## config.mk

```make
export PLATFORM = sky130hd
export DESIGN_NAME = ps2_key_decoder
export DESIGN_NICKNAME = d
export VERILOG_FILES = /design/src/rtl/ps2_pkg.sv /design/src/rtl/ps2_scan_lut.sv /design/src/rtl/ps2_key_decoder.sv
export SDC_FILE = /design/constraint.sdc
export NUM_CORES = 1
export LEC_CHECK = 0
export CELL_PAD_IN_SITES_DETAIL_PLACEMENT = 1
export CELL_PAD_IN_SITES_GLOBAL_PLACEMENT = 1
export CORE_ASPECT_RATIO = 0.6
export CORE_UTILIZATION = 35
export CTS_BUF_LIST = sky130_fd_sc_hd__clkbuf_8
export CTS_CLUSTER_SIZE = 12
export DETAILED_ROUTE_END_ITERATION = 7
export PLACE_DENSITY_LB_ADDON = 0.1
export SLEW_MARGIN = 20
export SYNTH_ARGS = -nofsm -noshare
export SYNTH_HDL_FRONTEND = slang
export SYNTH_SLANG_ARGS = --single-unit
```

## constraint.sdc

```tcl
create_clock -name clk -period 3.6 [get_ports clk]
set_input_delay 0.54 -clock clk [delete_from_list [all_inputs] [get_ports clk]]
set_output_delay 0.54 -clock clk [all_outputs]
set_load 0.1 [all_outputs]
```

## src/rtl/ps2_pkg.sv

```systemverilog
// Shared definitions for the PS/2 set-2 scancode decoder.
//   - Prefix and modifier scancode constants
//   - Parse-state enum used by the prefix FSM
//   - Helpers: protocol/status bytes to ignore, ASCII letter test
package ps2_pkg;

    localparam logic [7:0] SC_EXT  = 8'hE0;
    localparam logic [7:0] SC_BRK  = 8'hF0;
    localparam logic [7:0] SC_LSH  = 8'h12;
    localparam logic [7:0] SC_RSH  = 8'h59;
    localparam logic [7:0] SC_CTL  = 8'h14;
    localparam logic [7:0] SC_CAPS = 8'h58;

    typedef enum logic [1:0] {
        IDLE    = 2'd0,
        EXT     = 2'd1,
        BRK     = 2'd2,
        EXT_BRK = 2'd3
    } parse_state_t;

    // Keyboard status/response bytes and the Pause prefix carry no key event.
    function automatic logic is_ignored(input logic [7:0] b);
        case (b)
            8'hE1, 8'hAA, 8'hFA, 8'hEE, 8'hFC, 8'hFE, 8'h00, 8'hFF: is_ignored = 1'b1;
            default:                                                is_ignored = 1'b0;
        endcase
    endfunction

    function automatic logic is_letter(input logic [7:0] ch);
        is_letter = (ch >= 8'h61 && ch <= 8'h7A) || (ch >= 8'h41 && ch <= 8'h5A);
    endfunction

endpackage

```

## src/rtl/ps2_scan_lut.sv

```systemverilog
// Combinational set-2 scancode to ASCII lookup.
// Ports:
//   sc     in  8  scancode (prefix already stripped)
//   ext    in  1  key arrived with the E0 prefix
//   shift  in  1  shift state (selects upper symbol on non-letter keys)
//   caps   in  1  caps-lock state (letters use shift ^ caps)
//   ascii  out 8  character, 0 when the key has no printable mapping
module ps2_scan_lut (
    input  logic [7:0] sc,
    input  logic       ext,
    input  logic       shift,
    input  logic       caps,
    output logic [7:0] ascii
);

    logic [7:0] letter;
    logic [7:0] sym;

    always_comb begin
        letter = 8'h00;
        case (sc)
            8'h1C: letter = "a";  8'h32: letter = "b";  8'h21: letter = "c";
            8'h23: letter = "d";  8'h24: letter = "e";  8'h2B: letter = "f";
            8'h34: letter = "g";  8'h33: letter = "h";  8'h43: letter = "i";
            8'h3B: letter = "j";  8'h42: letter = "k";  8'h4B: letter = "l";
            8'h3A: letter = "m";  8'h31: letter = "n";  8'h44: letter = "o";
            8'h4D: letter = "p";  8'h15: letter = "q";  8'h2D: letter = "r";
            8'h1B: letter = "s";  8'h2C: letter = "t";  8'h3C: letter = "u";
            8'h2A: letter = "v";  8'h1D: letter = "w";  8'h22: letter = "x";
            8'h35: letter = "y";  8'h1A: letter = "z";
            default: letter = 8'h00;
        endcase
    end

    always_comb begin
        sym = 8'h00;
        case (sc)
            8'h16: sym = shift ? "!" : "1";
            8'h1E: sym = shift ? "@" : "2";
            8'h26: sym = shift ? "#" : "3";
            8'h25: sym = shift ? "$" : "4";
            8'h2E: sym = shift ? "%" : "5";
            8'h36: sym = shift ? "^" : "6";
            8'h3D: sym = shift ? "&" : "7";
            8'h3E: sym = shift ? "*" : "8";
            8'h46: sym = shift ? "(" : "9";
            8'h45: sym = shift ? ")" : "0";
            8'h0E: sym = shift ? "~" : 8'h60;
            8'h4E: sym = shift ? "_" : "-";
            8'h55: sym = shift ? "+" : "=";
            8'h54: sym = shift ? "{" : "[";
            8'h5B: sym = shift ? "}" : "]";
            8'h5D: sym = shift ? "|" : "\\";
            8'h4C: sym = shift ? ":" : ";";
            8'h52: sym = shift ? "\"" : "'";
            8'h41: sym = shift ? "<" : ",";
            8'h49: sym = shift ? ">" : ".";
            8'h4A: sym = shift ? "?" : "/";
            8'h29: sym = 8'h20;
            8'h5A: sym = 8'h0D;
            8'h66: sym = 8'h08;
            8'h0D: sym = 8'h09;
            8'h76: sym = 8'h1B;
            default: sym = 8'h00;
        endcase
    end

    always_comb begin
        ascii = 8'h00;
        if (ext) begin
            if (sc == 8'h4A)      ascii = "/";
            else if (sc == 8'h5A) ascii = 8'h0D;
        end else if (letter != 8'h00) begin
            ascii = (shift ^ caps) ? (letter - 8'h20) : letter;
        end else begin
            ascii = sym;
        end
    end

endmodule

```

## src/rtl/ps2_key_decoder.sv

```systemverilog
// PS/2 set-2 scancode to ASCII decoder with a first-word-fall-through output FIFO.
// Parses E0/F0 prefixes, tracks Shift/Ctrl/CapsLock, suppresses typematic repeats.
//
//   state   | meaning
//   --------+------------------------------------------
//   IDLE    | waiting for a prefix or a make code
//   EXT     | E0 seen; next byte is an extended make or F0
//   BRK     | F0 seen; next byte is a normal break
//   EXT_BRK | E0 F0 seen; next byte is an extended break
//
// Ports:
//   clk, reset            clock, asynchronous active-high reset
//   sc, sc_valid          scancode byte and its one-cycle strobe
//   ascii_data/valid      FIFO head and non-empty flag
//   ascii_ready           consumer pops the head when valid && ready
//   fifo_count            occupied FIFO entries
//   overflow/overflow_clr sticky drop flag and its synchronous clear
//   mods                  {caps_lock, ctrl, shift}
module ps2_key_decoder
    import ps2_pkg::*;
#(
    parameter int FIFO_DEPTH = 8,
    parameter int REPEAT_EN  = 0,
    parameter int CTRL_EN    = 1
) (
    input  logic                          clk,
    input  logic                          reset,
    input  logic [7:0]                    sc,
    input  logic                          sc_valid,
    output logic [7:0]                    ascii_data,
    output logic                          ascii_valid,
    input  logic                          ascii_ready,
    output logic [$clog2(FIFO_DEPTH):0]   fifo_count,
    output logic                          overflow,
    input  logic                          overflow_clr,
    output logic [2:0]                    mods
);

    localparam int AW = $clog2(FIFO_DEPTH);

    parse_state_t state, state_nxt;
    logic         is_make, is_break, key_ext;
    logic         lsh, rsh, lctl, rctl, caps, caps_held;
    logic [7:0]   last_make;
    logic         m_lsh, m_rsh, m_lctl, m_rctl, m_caps, is_mod;
    logic [7:0]   lut_ch, ch;
    logic         emit;
    logic         emit_q;
    logic [7:0]   ch_q;

    always_ff @(posedge clk or posedge reset) begin
        if (reset) state <= IDLE;
        else       state <= state_nxt;
    end

    always_comb begin
        state_nxt = state;
        is_make   = 1'b0;
        is_break  = 1'b0;
        key_ext   = 1'b0;
        if (sc_valid) begin
            case (state)
                IDLE: begin
                    if (sc == SC_EXT)        state_nxt = EXT;
                    else if (sc == SC_BRK)   state_nxt = BRK;
                    else if (!is_ignored(sc)) is_make  = 1'b1;
                end
                EXT: begin
                    if (sc == SC_BRK) begin
                        state_nxt = EXT_BRK;
                    end else begin
                        is_make   = 1'b1;
                        key_ext   = 1'b1;
                        state_nxt = IDLE;
                    end
                end
                BRK: begin
                    is_break  = 1'b1;
                    state_nxt = IDLE;
                end
                EXT_BRK: begin
                    is_break  = 1'b1;
                    key_ext   = 1'b1;
                    state_nxt = IDLE;
                end
                default: state_nxt = IDLE;
            endcase
        end
    end

    assign m_lsh  = !key_ext && (sc == SC_LSH);
    assign m_rsh  = !key_ext && (sc == SC_RSH);
    assign m_lctl = !key_ext && (sc == SC_CTL);
    assign m_rctl =  key_ext && (sc == SC_CTL);
    assign m_caps = !key_ext && (sc == SC_CAPS);
    assign is_mod = m_lsh | m_rsh | m_lctl | m_rctl | m_caps;

    ps2_scan_lut u_lut (
        .sc    (sc),
        .ext   (key_ext),
        .shift (lsh | rsh),
        .caps  (caps),
        .ascii (lut_ch)
    );

    assign ch = ((CTRL_EN != 0) && (lctl | rctl) && is_letter(lut_ch)) ? (lut_ch & 8'h1F) : lut_ch;

    assign emit = is_make && !is_mod && (ch != 8'h00) && ((REPEAT_EN != 0) || (sc != last_make));

    always_ff @(posedge clk or posedge reset) begin
        if (reset) begin
            lsh       <= 1'b0;
            rsh       <= 1'b0;
            lctl      <= 1'b0;
            rctl      <= 1'b0;
            caps      <= 1'b0;
            caps_held <= 1'b0;
            last_make <= 8'h00;
        end else if (is_make) begin
            if (m_lsh)  lsh  <= 1'b1;
            if (m_rsh)  rsh  <= 1'b1;
            if (m_lctl) lctl <= 1'b1;
            if (m_rctl) rctl <= 1'b1;
            // Typematic repeats of CapsLock must not re-toggle until it is released.
            if (m_caps && !caps_held) begin
                caps      <= ~caps;
                caps_held <= 1'b1;
            end
            if (!is_mod) last_make <= sc;
        end else if (is_break) begin
            if (m_lsh)  lsh       <= 1'b0;
            if (m_rsh)  rsh       <= 1'b0;
            if (m_lctl) lctl      <= 1'b0;
            if (m_rctl) rctl      <= 1'b0;
            if (m_caps) caps_held <= 1'b0;
            if (sc == last_make) last_make <= 8'h00;
        end
    end

    // One pipeline stage so the character appears on the edge after the final byte.
    always_ff @(posedge clk or posedge reset) begin
        if (reset) begin
            emit_q <= 1'b0;
            ch_q   <= 8'h00;
        end else begin
            emit_q <= emit;
            ch_q   <= ch;
        end
    end

    logic [7:0]  mem [FIFO_DEPTH];
    logic [AW:0] wr_ptr, rd_ptr;
    logic        full, empty, pop, push;

    assign fifo_count = wr_ptr - rd_ptr;
    assign empty      = (wr_ptr == rd_ptr);
    assign full       = (fifo_count == (AW+1)'(FIFO_DEPTH));
    assign pop        = !empty && ascii_ready;
    assign push       = emit_q && (!full || pop);

    always_ff @(posedge clk or posedge reset) begin
        if (reset) begin
            wr_ptr   <= '0;
            rd_ptr   <= '0;
            overflow <= 1'b0;
            for (int i = 0; i < FIFO_DEPTH; i++) mem[i] <= 8'h00;
        end else begin
            if (push) begin
                mem[wr_ptr[AW-1:0]] <= ch_q;
                wr_ptr              <= wr_ptr + 1'b1;
            end
            if (pop) rd_ptr <= rd_ptr + 1'b1;
            if (emit_q && full && !pop) overflow <= 1'b1;
            else if (overflow_clr)      overflow <= 1'b0;
        end
    end

    assign ascii_data  = mem[rd_ptr[AW-1:0]];
    assign ascii_valid = !empty;
    assign mods        = {caps, lctl | rctl, lsh | rsh};

endmodule

```

Word-level counts from Yosys, hierarchy flattened. Memory sizes are Yosys's and may differ from the RTL's. Index checks and enable logic that the tools add are counted.

Register bits after elaboration: 98. Latch bits: 0. Memory bits (writable): 0. ROM bits: 896. Input port bits: 13. Word-level logic and storage cells: 215. Memories: 1.

Memories: (name not given) (depth 128, bits a word 7, rd ports 1, clocked after memory_dff 0, write ports 0, line ps2_scan_lut.sv:21) `case (sc)`.

$add $sub $neg: 4. Multiply operators: 0. Div/mod/pow operators: 0. $lt $le $gt $ge: 7. Eq/ne operators: 49. Shift-type cells: 0. Multiplexer cells: 80. Bitwise gates (word level): 10. Reduce and logical (&&, ||, !) cells: 43.

Operator list (number): 8-bit case mux with 26 select lines (1); 8-bit by 7-bit equality test with 1-bit output (second input constant) (17); 8-bit 2-to-1 mux (13); 8-bit equality test (second input constant) (9); 5-bit 2-to-1 mux (13); 64-bit bitwise mux (1); 8-bit by 6-bit equality test with 1-bit output (second input constant) (7); 1-bit 2-to-1 mux (36); 8-bit by 5-bit equality test with 1-bit output (second input constant) (4); 8-bit binary-select mux with 3-bit select (1); 8-bit demux with 3-bit select (1); 7-bit 2-to-1 mux (3); 6-bit 2-to-1 mux (3); 1-bit logical AND (17); 8-bit by 4-bit equality test with 1-bit output (second input constant) (2); 8-bit by 7-bit greater-or-equal comparator with 1-bit output (second input constant) (2); 8-bit by 7-bit less-or-equal comparator with 1-bit output (second input constant) (2); 8-bit nonzero test (2); 2-bit AND reduction (6); 4-bit by 1-bit adder with 4-bit output (second input constant) (2); 8-bit equality test (1); 4-bit greater-or-equal comparator (second input constant) (2); 8-bit zero test (1); 8-bit inequality test (1); 26 further kinds (46).

Longest topological paths before layout.
Depth after elaboration: 15. Gate-level depth with buffers: 13. Mapped depth without buffers: 12.

By module. A second synthesis with hierarchy kept.

Cells, all modules: 629. Area total of the unflattened synthesis: 6580.1 µm².

Modules (own cells, without submodules): ps2_key_decoder (times used 1, cells each 381, area an instance 4895.9 µm², seq. area each 2452.4 µm²); ps2_scan_lut (times used 1, cells each 248, area an instance 1684.1 µm², seq. area each 0.0 µm²).

Worst setup path before layout. Ideal clock, no wire load.

Kind: reg-to-reg. From: register wr_ptr[0]. To: register mem[32] (netlist bit). Arrival: 4629 ps. Data required time: 3475 ps. Path slack: -1153 ps. Stages on the path, launching flop included: 11. Path buffers: 2. Clock period less this slack: 4753 ps. Cell sequence: dfrtp_1 clkbuf_1 inv_1 ha_1 fa_1 xnor2_1 o41ai_4 or2_0 buf_2 nor3_2 mux2_2.

RTL lines: start, declared (line ps2_key_decoder.sv:152) `logic [AW:0] wr_ptr, rd_ptr;`; start signal, assigned (line ps2_key_decoder.sv:170) `wr_ptr <= wr_ptr + 1'b1;`; 4-bit subtractor (line ps2_key_decoder.sv:155) `assign fifo_count = wr_ptr - rd_ptr;`; via fifo_count[2] (line ps2_key_decoder.sv:33) `output logic [$clog2(FIFO_DEPTH):0] fifo_count,`; 4-bit equality test (line ps2_key_decoder.sv:157) `assign full = (fifo_count == (AW+1)'(FIFO_DEPTH));`; 1-bit zero test (line ps2_key_decoder.sv:159) `assign push = emit_q && (!full || pop);`; 1-bit logical OR (line ps2_key_decoder.sv:159); 1-bit logical AND (line ps2_key_decoder.sv:159); end signal, assigned by index (line ps2_key_decoder.sv:169) `mem[wr_ptr[AW-1:0]] <= ch_q;`; end, declared (line ps2_key_decoder.sv:151) `logic [7:0] mem [FIFO_DEPTH];`.

The timed path passes the listed nets, and every way through them passes these cells. A chain may end at the register's enable or synchronous reset.

Worst setup path in the final report.
From: input port sc[1]. To: register emit_q.

Longest elaborated chain between the ends: 15.

Ends and longest elaborated chain: start, declared (line ps2_key_decoder.sv:28) `input logic [7:0] sc,`; parallel branches: the longest is 14 deep, another holds 8-bit by 6-bit subtractor with 8-bit output; 1-bit logical AND * (line ps2_key_decoder.sv:108) `assign emit = is_make && !is_mod && (ch != 8'h00) && ((REPEAT_EN != 0) || (sc != last_make));`; via emit (line ps2_key_decoder.sv:47) `logic emit;`; end signal, assigned (line ps2_key_decoder.sv:146) `emit_q <= emit;`; end, declared (line ps2_key_decoder.sv:48) `logic emit_q;`.

Mark *: on every way through the listed nets, which the timed path passes. The select of a mux whose other input is x is not followed.

==> run metrics <==
Via density ~5.7; Setup Crit Path Kind in2reg; Reg2Reg Setup Slack ~0.35 ns; delay-heaviest family, CP compound AO/OA/AOI/OAI gates; chip width approximately 180 um; RR Startpoint wr_ptr[0]; clk_skew between 0.01 and 0.015 ns; critical path fanouts, max 6; Slew Viols, Final 0; Startpoint Class primary input; area grow syn2layout 24.5%; number of standard cells after synthesis approximately 620; worst-margin pin slew between 0.9 and 1 ns; layout cell share with drive strength beyond 1 0.369; DP HPWL 17400 um; first-pass GRT wire length about 35000 um; reg2reg end mem[8]; largest net degree at the start of global routing slightly above 60; total clock sinks between 90 and 100; Clock transition at path regs 0.09 ns; max incr delay on CP around 0.5 ns; Cell Area, Synth 6460 um2; routed len/inst approximately 23 um; number of buffers added on ports 29; critical path's slowest cell a2111oi_0; Most used DFF post-synth dfrtp_1; initial core utilization 0.358; Hold Buf Count CTS 0; Pleak around 3.6 nW; FFs w/ async S/R, synth 1.00; Hold Crit Class reg2reg; RSZ-0062 raised after global routing false; f_max 297 MHz; Final Cycle Share 0.935; Site Rows 38; gp weighted congestion approximately 0.95; minimum clock period 3.37 ns; crit-path cells clkdlybuf4s50_1, buf_4, buf_4, ha_1, buf_4, a2111oi_0, a211oi_1, a311oi_4, nand4_2, nor4_1, a311o_1, a41oi_1; Worst-Skew Late Latency between 0.3 and 0.4 ns; DR vias approximately 5500; Final nets between 700 and 800; Final Setup Violations 0; syn_nets ~640; Worst path most repeated cell buf_4; Crit. End Element register; PD cells just over 700 nW/um2; commonest non-fill, non-tap cell in the layout buf_4; initial antenna violation count 0; R2R cell count 10; commonest cells after routing, fill and taps aside buf_4 (126), dfrtp_1 (98), mux2_2 (60); crit path to emit_q; first drt pass iteration count 4; Post-Route Utilization 0.445; status finished clean; Core ar. around 18000 um2; grt total ovfl 0; ANT nets after route 0; Layout Cells excl Fill roughly 1000; WP depth 12; initial DRC count 523; worst path required time 3.81 ns; TritonCTS clock tree done; Synth Warn # 0; Inst Count DP 958; Worst EP arrival about 3.6 ns; num ports 30; Fin. Hold Viols 0; ANT cells 0; WP buf/inv 4; slew margin rel. 0.353; Die Span Y 107 um; register area share after synthesis 0.379; setup TNS 0 ns; Max Cap Viol 0; Die Area 19000 um2; Root Buffer clkbuf_8; CTS Buf Count 9; post-synthesis register bit count 98; vias in the first global route ~5800; Peak VDD IR 0.942 mV; Distinct cells, synth 89; Routed Wire Length around 22000 um; EDFF count, synth 0; post-synthesis average cell area roughly 11 um2; GRT Total Usage 0.248; Pwr Total around 0.0057 W; # DRC 0; H-tree lvl count 3; clk buf depth 2; Crit. Startpoint sc[1]
[repair_timing]
action	CTS	global route
setup buffers	0	0
hold endpoints to repair	0	0
gates resized for setup	0	3
endpoints found under the setup margin	0	3
[through the flow]
step                      hold slack, ns  setup slack [ns]  area [um2]
after floorplan                    0.462            -0.163        6590
after global placement             0.477            -0.362        7830
after detailed placement           0.487            -0.222        7830
after CTS                          0.500             0.148        8040
after global routing               0.519            0.0219        8050
final                              0.497             0.234        8050
[Yosys cell counts (6+ instances only)]
master / count / area [um2]
o22ai_1: 7 / 43.8
nand2_1: 53 / 199
nor2_1: 29 / 109
nand3b_1: 6 / 45.0
nand3_1: 12 / 60.1
nand2b_1: 7 / 43.8
nand4_1: 7 / 43.8
ha_1: 14 / 175
dfrtp_1: 98 / 2450
xor2_1: 7 / 61.3
buf_2: 13 / 65.1
a211oi_1: 6 / 45.0
nor3_1: 9 / 45.0
inv_1: 22 / 82.6
clkbuf_1: 16 / 60.1
xnor2_1: 16 / 140
o31ai_1: 6 / 45.0
a21oi_1: 27 / 135
nor2b_1: 9 / 56.3
mux2_2: 67 / 754
mux2_4: 6 / 90.1
mux4_2: 16 / 360
and2_1: 7 / 43.8
buf_4: 10 / 75.1
o21ai_0: 26 / 130
[power by group]
part / internal (W) / switching, W
combinational: 0.00116 / 0.00205
clock: 0.000351 / 0.000417
sequential: 0.00144 / 0.000250
total: 0.00295 / 0.00272
[routing by layer]
| metal | track usage | part of all wire | wire [um] | vias to the layer above |
|---|---|---|---|---|
| li1 | - | - | - | 2495 |
| met1 | 0.403 | 0.55 | 12200 | 2882 |
| met2 | 0.333 | 0.39 | 8790 | 150 |
| met3 | 0.0508 | 0.054 | 1200 | 15 |
| met4 | 0.0366 | 0.0065 | 144 | 0 |
| met5 | 0 | 0 | 0 | - |
[state kept, by name, summed over array words and instances, names as in the netlist]
name       count
overflow       1
ch_q           8
lsh            1
rd_ptr         4
last_make      8
caps           1
wr_ptr         4
mem           64
caps_held      1
lctl           1
rctl           1
rsh            1
state          2
emit_q         1
[worst min-delay path by stage]
stage                    from        end  slack, ns  cells past startpoint
CTS                 wr_ptr[3]  wr_ptr[3]       0.50                      1
finish              wr_ptr[3]  wr_ptr[3]       0.50                      1
floorplan           wr_ptr[3]  wr_ptr[3]       0.46                      1
detailed placement  wr_ptr[3]  wr_ptr[3]       0.49                      1
global placement     overflow   overflow       0.48                      1
global route        wr_ptr[3]  wr_ptr[3]       0.52                      1
[kinds of logic (layout without fill, tap and decap cells)]
kind of cell,count (synthesis),after routing,synth area share
muxes,95,95,0.196
and+or+nand+nor,186,186,0.164
xor gates and xnor gates,23,23,0.0312
buffers and inverters,69,188,0.0530
adders and majority gates,15,15,0.0302
DFF,98,98,0.379
AOI/OAI and AO/OA,129,129,0.147
[layout make-up]
cell class / instances / area, um2
clock buffers: 10 / 138
well taps: 240 / 300
inverters: 24 / 95.1
flip-flops and latches: 98 / 2450
fillers: 1979 / 10000
multi-input cells: 448 / 3750
clock inverters: 6 / 72.6
repair buffers: 148 / 1240
[worst register-to-register path, stage by stage, from the launching register on]
cell and delay (ns):
dfrtp_1 0.41, inv_1 0.18, ha_1 0.23, inv_1 0.06, a21o_1 0.17, a21oi_1 0.17, xor2_1 0.30, o41ai_4 0.13
or2_0 0.44, nor3b_4 0.63, mux2_2 0.41
Power figures use the tool's default switching activity.
